<file path="src/rtl/array_eyeriss_feeder_pkg.sv">
// Shared types and geometry helpers for the Eyeriss array feeder.
//   feeder_state_e : pass-level FSM states
//   drain_len()    : cycles needed to flush the longest skew line
//   out_len()      : cycles for the diagonal ofm drain to reach the last column
//   data_t         : signed ifm/weight word at the default width
package array_eyeriss_pkg;

  localparam int HEIGHT_DEF = 12;
  localparam int WIDTH_DEF  = 14;
  localparam int IWIDTH_DEF = 16;
  localparam int CWIDTH_DEF = 16;

  typedef enum logic [2:0] {
    IDLE,
    CLR,
    LOAD_W,
    STREAM,
    DRAIN,
    OUT,
    DONE
  } feeder_state_e;

  typedef logic signed [IWIDTH_DEF-1:0] data_t;

  // DRAIN_LEN = max(HEIGHT, WIDTH) + 1
  function automatic int drain_len(input int h, input int w);
    return ((h > w) ? h : w) + 1;
  endfunction

  // OUT_LEN = HEIGHT + WIDTH - 1
  function automatic int out_len(input int h, input int w);
    return h + w - 1;
  endfunction

endpackage

</file>
<file path="src/rtl/array_eyeriss_feeder_skew.sv">
// skew_line: DEPTH-stage delay line carrying {en, clr, data}.
//   clk, rst_n          : clock, async active-low reset
//   en_in/clr_in/data_in: root injection
//   en_out/clr_out/data_out: injection delayed DEPTH cycles
// Data stages only load when the token entering them has en=1, so bubbles
// and clear tokens leave the last delivered word in place.
// DEPTH=0 is a plain wire; DWIDTH=0 still carries one dummy data bit.
module skew_line #(
  parameter int DEPTH  = 1,
  parameter int DWIDTH = 16,
  localparam int DW    = (DWIDTH > 0) ? DWIDTH : 1
) (
  input  logic          clk,
  input  logic          rst_n,
  input  logic          en_in,
  input  logic          clr_in,
  input  logic [DW-1:0] data_in,
  output logic          en_out,
  output logic          clr_out,
  output logic [DW-1:0] data_out
);

  if (DEPTH == 0) begin : g_wire
    logic unused_clk;
    assign unused_clk = clk ^ rst_n;
    assign en_out   = en_in;
    assign clr_out  = clr_in;
    assign data_out = data_in;
  end else begin : g_pipe
    logic [DEPTH-1:0]         en_q;
    logic [DEPTH-1:0]         clr_q;
    logic [DEPTH-1:0][DW-1:0] data_q;

    always_ff @(posedge clk or negedge rst_n) begin
      if (!rst_n) begin
        en_q   <= '0;
        clr_q  <= '0;
        data_q <= '0;
      end else begin
        en_q[0]  <= en_in;
        clr_q[0] <= clr_in;
        if (en_in) data_q[0] <= data_in;
        for (int i = 1; i < DEPTH; i++) begin
          en_q[i]  <= en_q[i-1];
          clr_q[i] <= clr_q[i-1];
          if (en_q[i-1]) data_q[i] <= data_q[i-1];
        end
      end
    end

    assign en_out   = en_q[DEPTH-1];
    assign clr_out  = clr_q[DEPTH-1];
    assign data_out = data_q[DEPTH-1];
  end

endmodule

</file>
<file path="src/rtl/array_eyeriss_feeder.sv">
// Upstream sequencer for a HEIGHT x WIDTH Eyeriss-style PE array.
//   start, num_vec          : pass start (IDLE only) and ifm vector count
//   w_valid/w_ready/w_data  : weight vector stream, one word per column
//   s_valid/s_ready/s_data  : ifm vector stream, one word per row
//   en_i/clr_i/ifm          : per-row skewed ifm controls and data
//   en_w/clr_w/wght         : per-column skewed weight controls and data
//   en_o/clr_o              : per-column ofm drain controls
//   busy, done              : pass in progress, one-cycle end pulse
//
// state  | meaning
// IDLE   | waiting for start
// CLR    | one cycle of clr tokens into every row/column root
// LOAD_W | accept exactly HEIGHT weight vectors
// STREAM | accept num_vec ifm vectors
// DRAIN  | DRAIN_LEN cycles with no injection, skew lines flush
// OUT    | diagonal en_o wave, OUT_LEN cycles
// DONE   | done pulse, back to IDLE
module array_eyeriss_feeder
  import array_eyeriss_pkg::*;
#(
  parameter int HEIGHT = HEIGHT_DEF,
  parameter int WIDTH  = WIDTH_DEF,
  parameter int IWIDTH = IWIDTH_DEF,
  parameter int CWIDTH = CWIDTH_DEF
) (
  input  logic                                clk,
  input  logic                                rst_n,
  input  logic                                start,
  input  logic [CWIDTH-1:0]                   num_vec,
  input  logic                                w_valid,
  output logic                                w_ready,
  input  logic signed [WIDTH-1:0][IWIDTH-1:0] w_data,
  input  logic                                s_valid,
  output logic                                s_ready,
  input  logic signed [HEIGHT-1:0][IWIDTH-1:0] s_data,
  output logic [HEIGHT-1:0]                   en_i,
  output logic [HEIGHT-1:0]                   clr_i,
  output logic signed [HEIGHT-1:0][IWIDTH-1:0] ifm,
  output logic [WIDTH-1:0]                    en_w,
  output logic [WIDTH-1:0]                    clr_w,
  output logic signed [WIDTH-1:0][IWIDTH-1:0] wght,
  output logic [WIDTH-1:0]                    en_o,
  output logic [WIDTH-1:0]                    clr_o,
  output logic                                busy,
  output logic                                done
);

  localparam int DRAIN_LEN = drain_len(HEIGHT, WIDTH);
  localparam int OUT_LEN   = out_len(HEIGHT, WIDTH);
  localparam int PW        = $clog2(HEIGHT + WIDTH + 1);

  feeder_state_e     state_q, state_d;
  logic [CWIDTH-1:0] vec_rem_q, vec_rem_d;
  logic [CWIDTH-1:0] num_vec_q, num_vec_d;
  logic [PW-1:0]     phase_q, phase_d;
  logic              w_ready_q, s_ready_q;
  logic              w_acc, s_acc, inj_clr, eo_root;
  logic [WIDTH-1:0]  eo_clr_unused, eo_data_unused;

  assign w_acc = w_valid && w_ready_q;
  assign s_acc = s_valid && s_ready_q;

  always_ff @(posedge clk or negedge rst_n) begin
    if (!rst_n) begin
      state_q   <= IDLE;
      vec_rem_q <= '0;
      num_vec_q <= '0;
      phase_q   <= '0;
      w_ready_q <= 1'b0;
      s_ready_q <= 1'b0;
    end else begin
      state_q   <= state_d;
      vec_rem_q <= vec_rem_d;
      num_vec_q <= num_vec_d;
      phase_q   <= phase_d;
      // Ready is a registered decode of the next state, so it drops the
      // cycle after the final accept and cannot take an extra vector.
      w_ready_q <= (state_d == LOAD_W);
      s_ready_q <= (state_d == STREAM);
    end
  end

  always_comb begin
    state_d   = state_q;
    vec_rem_d = vec_rem_q;
    num_vec_d = num_vec_q;
    phase_d   = phase_q;
    unique case (state_q)
      IDLE: begin
        if (start) begin
          num_vec_d = num_vec;
          state_d   = CLR;
        end
      end
      CLR: begin
        vec_rem_d = CWIDTH'(HEIGHT);
        state_d   = LOAD_W;
      end
      LOAD_W: begin
        if (w_acc) begin
          vec_rem_d = vec_rem_q - CWIDTH'(1);
          if (vec_rem_q == CWIDTH'(1)) begin
            if (num_vec_q == '0) begin
              phase_d = PW'(DRAIN_LEN - 1);
              state_d = DRAIN;
            end else begin
              vec_rem_d = num_vec_q;
              state_d   = STREAM;
            end
          end
        end
      end
      STREAM: begin
        if (s_acc) begin
          vec_rem_d = vec_rem_q - CWIDTH'(1);
          if (vec_rem_q == CWIDTH'(1)) begin
            phase_d = PW'(DRAIN_LEN - 1);
            state_d = DRAIN;
          end
        end
      end
      DRAIN: begin
        if (phase_q == '0) begin
          phase_d = PW'(OUT_LEN - 1);
          state_d = OUT;
        end else begin
          phase_d = phase_q - PW'(1);
        end
      end
      OUT: begin
        if (phase_q == '0) state_d = DONE;
        else               phase_d = phase_q - PW'(1);
      end
      DONE:    state_d = IDLE;
      default: state_d = IDLE;
    endcase
  end

  assign w_ready = w_ready_q;
  assign s_ready = s_ready_q;
  assign busy    = (state_q != IDLE);
  assign done    = (state_q == DONE);
  assign inj_clr = (state_q == CLR);
  // Phase counts down from OUT_LEN-1; the first HEIGHT cycles of OUT are
  // those with phase >= WIDTH-1, which lets the last column finish exactly
  // on the final OUT cycle.
  assign eo_root = (state_q == OUT) && (phase_q >= PW'(WIDTH - 1));

  for (genvar h = 0; h < HEIGHT; h++) begin : g_row
    skew_line #(.DEPTH(h + 1), .DWIDTH(IWIDTH)) u_line (
      .clk      (clk),
      .rst_n    (rst_n),
      .en_in    (s_acc),
      .clr_in   (inj_clr),
      .data_in  (s_data[h]),
      .en_out   (en_i[h]),
      .clr_out  (clr_i[h]),
      .data_out (ifm[h])
    );
  end

  for (genvar w = 0; w < WIDTH; w++) begin : g_col
    skew_line #(.DEPTH(w + 1), .DWIDTH(IWIDTH)) u_wline (
      .clk      (clk),
      .rst_n    (rst_n),
      .en_in    (w_acc),
      .clr_in   (inj_clr),
      .data_in  (w_data[w]),
      .en_out   (en_w[w]),
      .clr_out  (clr_w[w]),
      .data_out (wght[w])
    );

    skew_line #(.DEPTH(w), .DWIDTH(0)) u_oline (
      .clk      (clk),
      .rst_n    (rst_n),
      .en_in    (eo_root),
      .clr_in   (1'b0),
      .data_in  (1'b0),
      .en_out   (en_o[w]),
      .clr_out  (eo_clr_unused[w]),
      .data_out (eo_data_unused[w])
    );
  end

  // The ofm clear lands on column w at cycle w+1 after CLR, the same slot
  // as the weight clear, so it shares that line.
  assign clr_o = clr_w;

endmodule
</file>
<file path="config.mk">
export PLATFORM = sky130hd
export DESIGN_NAME = array_eyeriss_feeder
export DESIGN_NICKNAME = d
export VERILOG_FILES = /design/src/rtl/array_eyeriss_feeder_pkg.sv /design/src/rtl/array_eyeriss_feeder_skew.sv /design/src/rtl/array_eyeriss_feeder.sv
export SDC_FILE = /design/constraint.sdc
export NUM_CORES = 2
export LEC_CHECK = 0
export CORE_MARGIN = 2
export CORE_UTILIZATION = 41
export DETAILED_ROUTE_END_ITERATION = 16
export GPL_ROUTABILITY_DRIVEN = 0
export PLACE_DENSITY_LB_ADDON = 0.3
export SYNTH_ARGS = -nofsm -noshare
export SYNTH_HDL_FRONTEND = slang
export SYNTH_SLANG_ARGS = --single-unit
</file>
<file path="constraint.sdc">
create_clock -name clk -period 2 [get_ports clk]
set_clock_uncertainty 0.2 [all_clocks]
set_input_delay 0.2 -clock clk [delete_from_list [all_inputs] [get_ports clk]]
set_output_delay 0.2 -clock clk [all_outputs]
set_load 0.01 [all_outputs]
</file>
==> impl_metrics.tcl <==
set metrics [dict create \
    required_ns 1.60 \
    synthArstFlopShare 1.00 \
    syn_inst 7826 \
    violations "setup timing" \
    synth-seq-area-share 0.658 \
    path_depth 5 \
    path_max_fanout 2 \
    io_buffer_count 936 \
    initial_core_util 0.412 \
    synth-edff-count 0 \
    tightest_slew_ns 0.615 \
    grt_pass1_vias 70200 \
    p_total_mw 215 \
    synth.top_cell.area_share 0.658 \
    worstSetupEndpointType "output pin" \
    fin_crit_sh 1.31 \
    clkPwrFrac 0.284 \
    multi_input_area_um2 34700 \
    clkLatencyLatePin_ns 0.89 \
    synth_area_um2 115000 \
    vias_per_cell 4.91 \
    grt_max_degree 112 \
    drv_slew 0 \
    cts_tree "done" \
    pin_count 937 \
    drtIter0Drc 2904 \
    vias 64600 \
    worstReg2RegStart "phase_q[0]" \
    core_area_um2 279000 \
    synth_cell_type_count 64 \
    crit_start "phase_q[1]" \
    antenna_found_initial 49 \
    r2r_end "w_ready" \
    drt_wl_total_um 269000 \
    cts_sinks 3023 \
    setup_slack_ns -0.619 \
    place_inst 12000 \
    drc 0 \
    setup_violations 28 \
    max_cap_violations 0 \
    grt_pass1_wl_um 424000 \
    cts_root_buf "clkbuf_16" \
    synthTopCellsByArea "dfrtp_1 66%, mux2_2 25%, nand2_1 4.1%, buf_4 3.0%, clkbuf_1 1.1%" \
    die_width_um 534 \
    syn_nets 8271 \
    gr-usage-all-layers 0.188 \
    n_fill_cell 23100 \
    final_antenna_net_count 0 \
    slowest_stage "dfrtp_1" \
    hold_viol 0 \
    status "complete, but fails checks" \
    critPathMaxStageDelay_ns 0.38 \
    p_sw_mw 61.6 \
    reg2reg_slack_ns -0.45 \
    cts_buffer_depth 4 \
    yosysWarnings 0 \
    dpl.hpwl_um 178000 \
    p_leak_nw 68.7 \
    rsz0062_at_grt "true" \
    fin_crit_ns 2.62 \
    grt.overflow.total 0 \
    clkTransAtPathRegs_ns 0.06 \
    final_cells 13200 \
    firstDrtPassIters 7 \
    synth.avg_cell_area_um2 14.7 \
    synth_flop_cell "dfrtp_1" \
    worst_ep_arrival_time_ns 2.22 \
    area_growth_pct 25.8 \
    path_buf_inv 2 \
    die_y_um 534 \
    yosys.area.top_type "dfrtp_1" \
    peakVddDrop_uv 867 \
    cts_htree_levels 5 \
    p_per_area_nw_per_um2 1490 \
    drive_above_1_share 0.427 \
    wl_per_cell_um 20.5 \
    yosys_register_bits 3023 \
    final_nets 9585 \
    hold_slack_ns 0.0780 \
    critical_path_class "reg -> out" \
    combPwrFrac 0.256 \
    seqCellArea_um2 75800 \
    endpoint "en_o[0]" \
    min_path_type "in -> async" \
    start_kind "register" \
    max-slew-margin-rel 0.590 \
    r2r_cells 10 \
    cts-buffers-inserted 323 \
    rows 194 \
    pwr-share-seq 0.460 \
    crit_family "compound AO/OA/AOI/OAI gates" \
    p_sw_frac 0.287 \
    worstPathCellList "inv_2, ha_1, o311a_1, o211a_1, buf_2" \
    intPower_mw 153 \
    dieArea_um2 285000 \
    fmax_ghz 0.382 \
]
worst register-to-register path, delay by kind of cell (launching register included):
family          cells  cell delay (ns)
fa+ha+maj           1             0.12
compound gates      2             0.34
buf+inv             4             0.45
flops               1             0.39
simple gates        3             0.86
what timing repair did:
item | 4_1_cts | 5_1_grt
buffers inserted | 65 | 16
cloned | 1 | 2
endpoints found under the setup margin | 525 | 60
hold buffers | 434 | 0
hold endpoints to repair | 3455 | 0
pin swaps | 14 | 28
resized for setup | 1772 | 68
metal layers:
layer | wire length (um) | vias up | GRT usage
met2 | 132000 | 1226 | 0.317
met1 | 116000 | 34000 | 0.246
met3 | 14900 | 430 | 0.0460
li1 | - | 28900 | -
met4 | 5930 | 48 | 0.0434
met5 | 289 | - | 0
kinds of logic after synthesis:
| family | count (synthesis) | share of synthesized area |
|---|---|---|
| adder cells (fa/ha/maj) | 8 | 0.000871 |
| multiplexers | 2528 | 0.248 |
| flip-flops | 3023 | 0.658 |
| AND/OR/NAND/NOR | 1334 | 0.0451 |
| XOR/XNOR | 6 | 0.000457 |
| AO/OA/AOI/OAI | 68 | 0.00459 |
| buffers and inverters | 859 | 0.0433 |
cell usage after synthesis (3+ instances only):
cell      count
nor4_1        6
nor3_1        8
nor2_1       17
o21ai_1       3
inv_1        12
xnor2_1       4
or4_1         3
clkbuf_1    340
buf_4       466
nand2_1    1264
dfrtp_1    3023
o21ai_0      10
buf_1        35
a41oi_1       3
buf_2         4
a211oi_1      3
or3_1         3
nand4_1       5
a21oi_1      10
a221o_1       6
o211ai_1      4
nand3_1       5
ha_1          8
a31oi_1       3
a22oi_1       5
mux2_2     2528
through the flow:
| stage | setup slack (ns) | setup TNS [ns] | instance area (um^2) | utilization |
|---|---|---|---|---|
| finish | -0.619 | -5.95 | 145000 | 0.518 |
| global route | -0.704 | -8.67 | 145000 | 0.518 |
| CTS | -0.717 | -6.18 | 144000 | 0.517 |
| detailed placement | -0.206 | -4.13 | 129000 | 0.462 |
| global placement | -0.158 | -2.73 | 129000 | 0.462 |
| floorplan | -0.0849 | -0.680 | 115000 | - |
placed cells by master, fill, tap and decap left out, drive strengths merged, types with 3 or more instances in the layout:
cell type | synthesis | final
or3 | 4 | 4
buf | 505 | 718
clkinvlp | 0 | 4
a221o | 6 | 6
clkinv | 1 | 72
nand4 | 5 | 5
xnor2 | 4 | 4
clkdlybuf4s50 | 0 | 435
a31oi | 3 | 3
o21ai | 13 | 13
diode | 0 | 25
nor2 | 17 | 17
a41oi | 3 | 3
nor4 | 8 | 8
a22oi | 5 | 5
bufinv | 0 | 21
nand2 | 1264 | 1264
nand3 | 5 | 5
o211ai | 4 | 4
a211o | 3 | 4
or4 | 3 | 3
a211oi | 3 | 3
dlygate4sd3 | 0 | 433
mux2 | 2528 | 2528
dfrtp | 3023 | 3023
clkbuf | 341 | 488
ha | 8 | 8
nor3 | 9 | 9
inv | 12 | 24
clkdlybuf4s15 | 0 | 238
a21oi | 10 | 10
area by class of cell:
cell class	count	share of cell area
repair buffers	1834	0.126
flip-flops and latches	3023	0.524
well taps	3724	0.0322
clock inverters	108	0.0102
diodes	25	0.000433
multi-input cells	3945	0.240
clock buffers	479	0.0664
inverters	13	0.000459
power groups by stage:
stage,sequential [mW],clock (mW),combinational (mW)
after CTS,99.1,62.7,55.3
after global routing,102,65.4,59.7
after global placement,99.2,0,53.1
after detailed placement,100,0,54.8
after floorplan,94.0,0,39.7
final,98.8,61.1,54.9
registers in the layout, summed over array words and instances (netlist names):
| name | count |
|---|---|
| vec_rem_q | 16 |
| g_col.u_wline.g_pipe.en_q | 14 |
| num_vec_q | 16 |
| w_ready | 1 |
| phase_q | 5 |
| g_row.u_line.data_out | 192 |
| g_col.u_wline.data_out | 224 |
| g_row.u_line.g_pipe.en_q | 12 |
| g_col.u_wline.g_pipe.clr_q | 14 |
| g_row.u_line.g_pipe.data_q | 1056 |
| g_col.u_wline.g_pipe.data_q | 1456 |
| g_col.u_oline.g_pipe.en_q | 13 |
| state_q | 3 |
| s_ready | 1 |
how the worst min path moves through the flow:
stage,cells after the start,slack (ns),from,endpoint
finish,3,0.08,rst_n,g_row[3].u_line.data_out[12]
detailed placement,1,0.005,rst_n,g_row[3].u_line.data_out[12]
global route,3,0.06,rst_n,g_row[3].u_line.data_out[12]
floorplan,0,-0.30,rst_n,g_col[0].u_wline.data_out[0]
CTS,5,0.001,w_valid,state_q[2]
global placement,1,0.004,rst_n,g_row[3].u_line.data_out[12]
No activity file was read; power rests on OpenSTA's default activity.
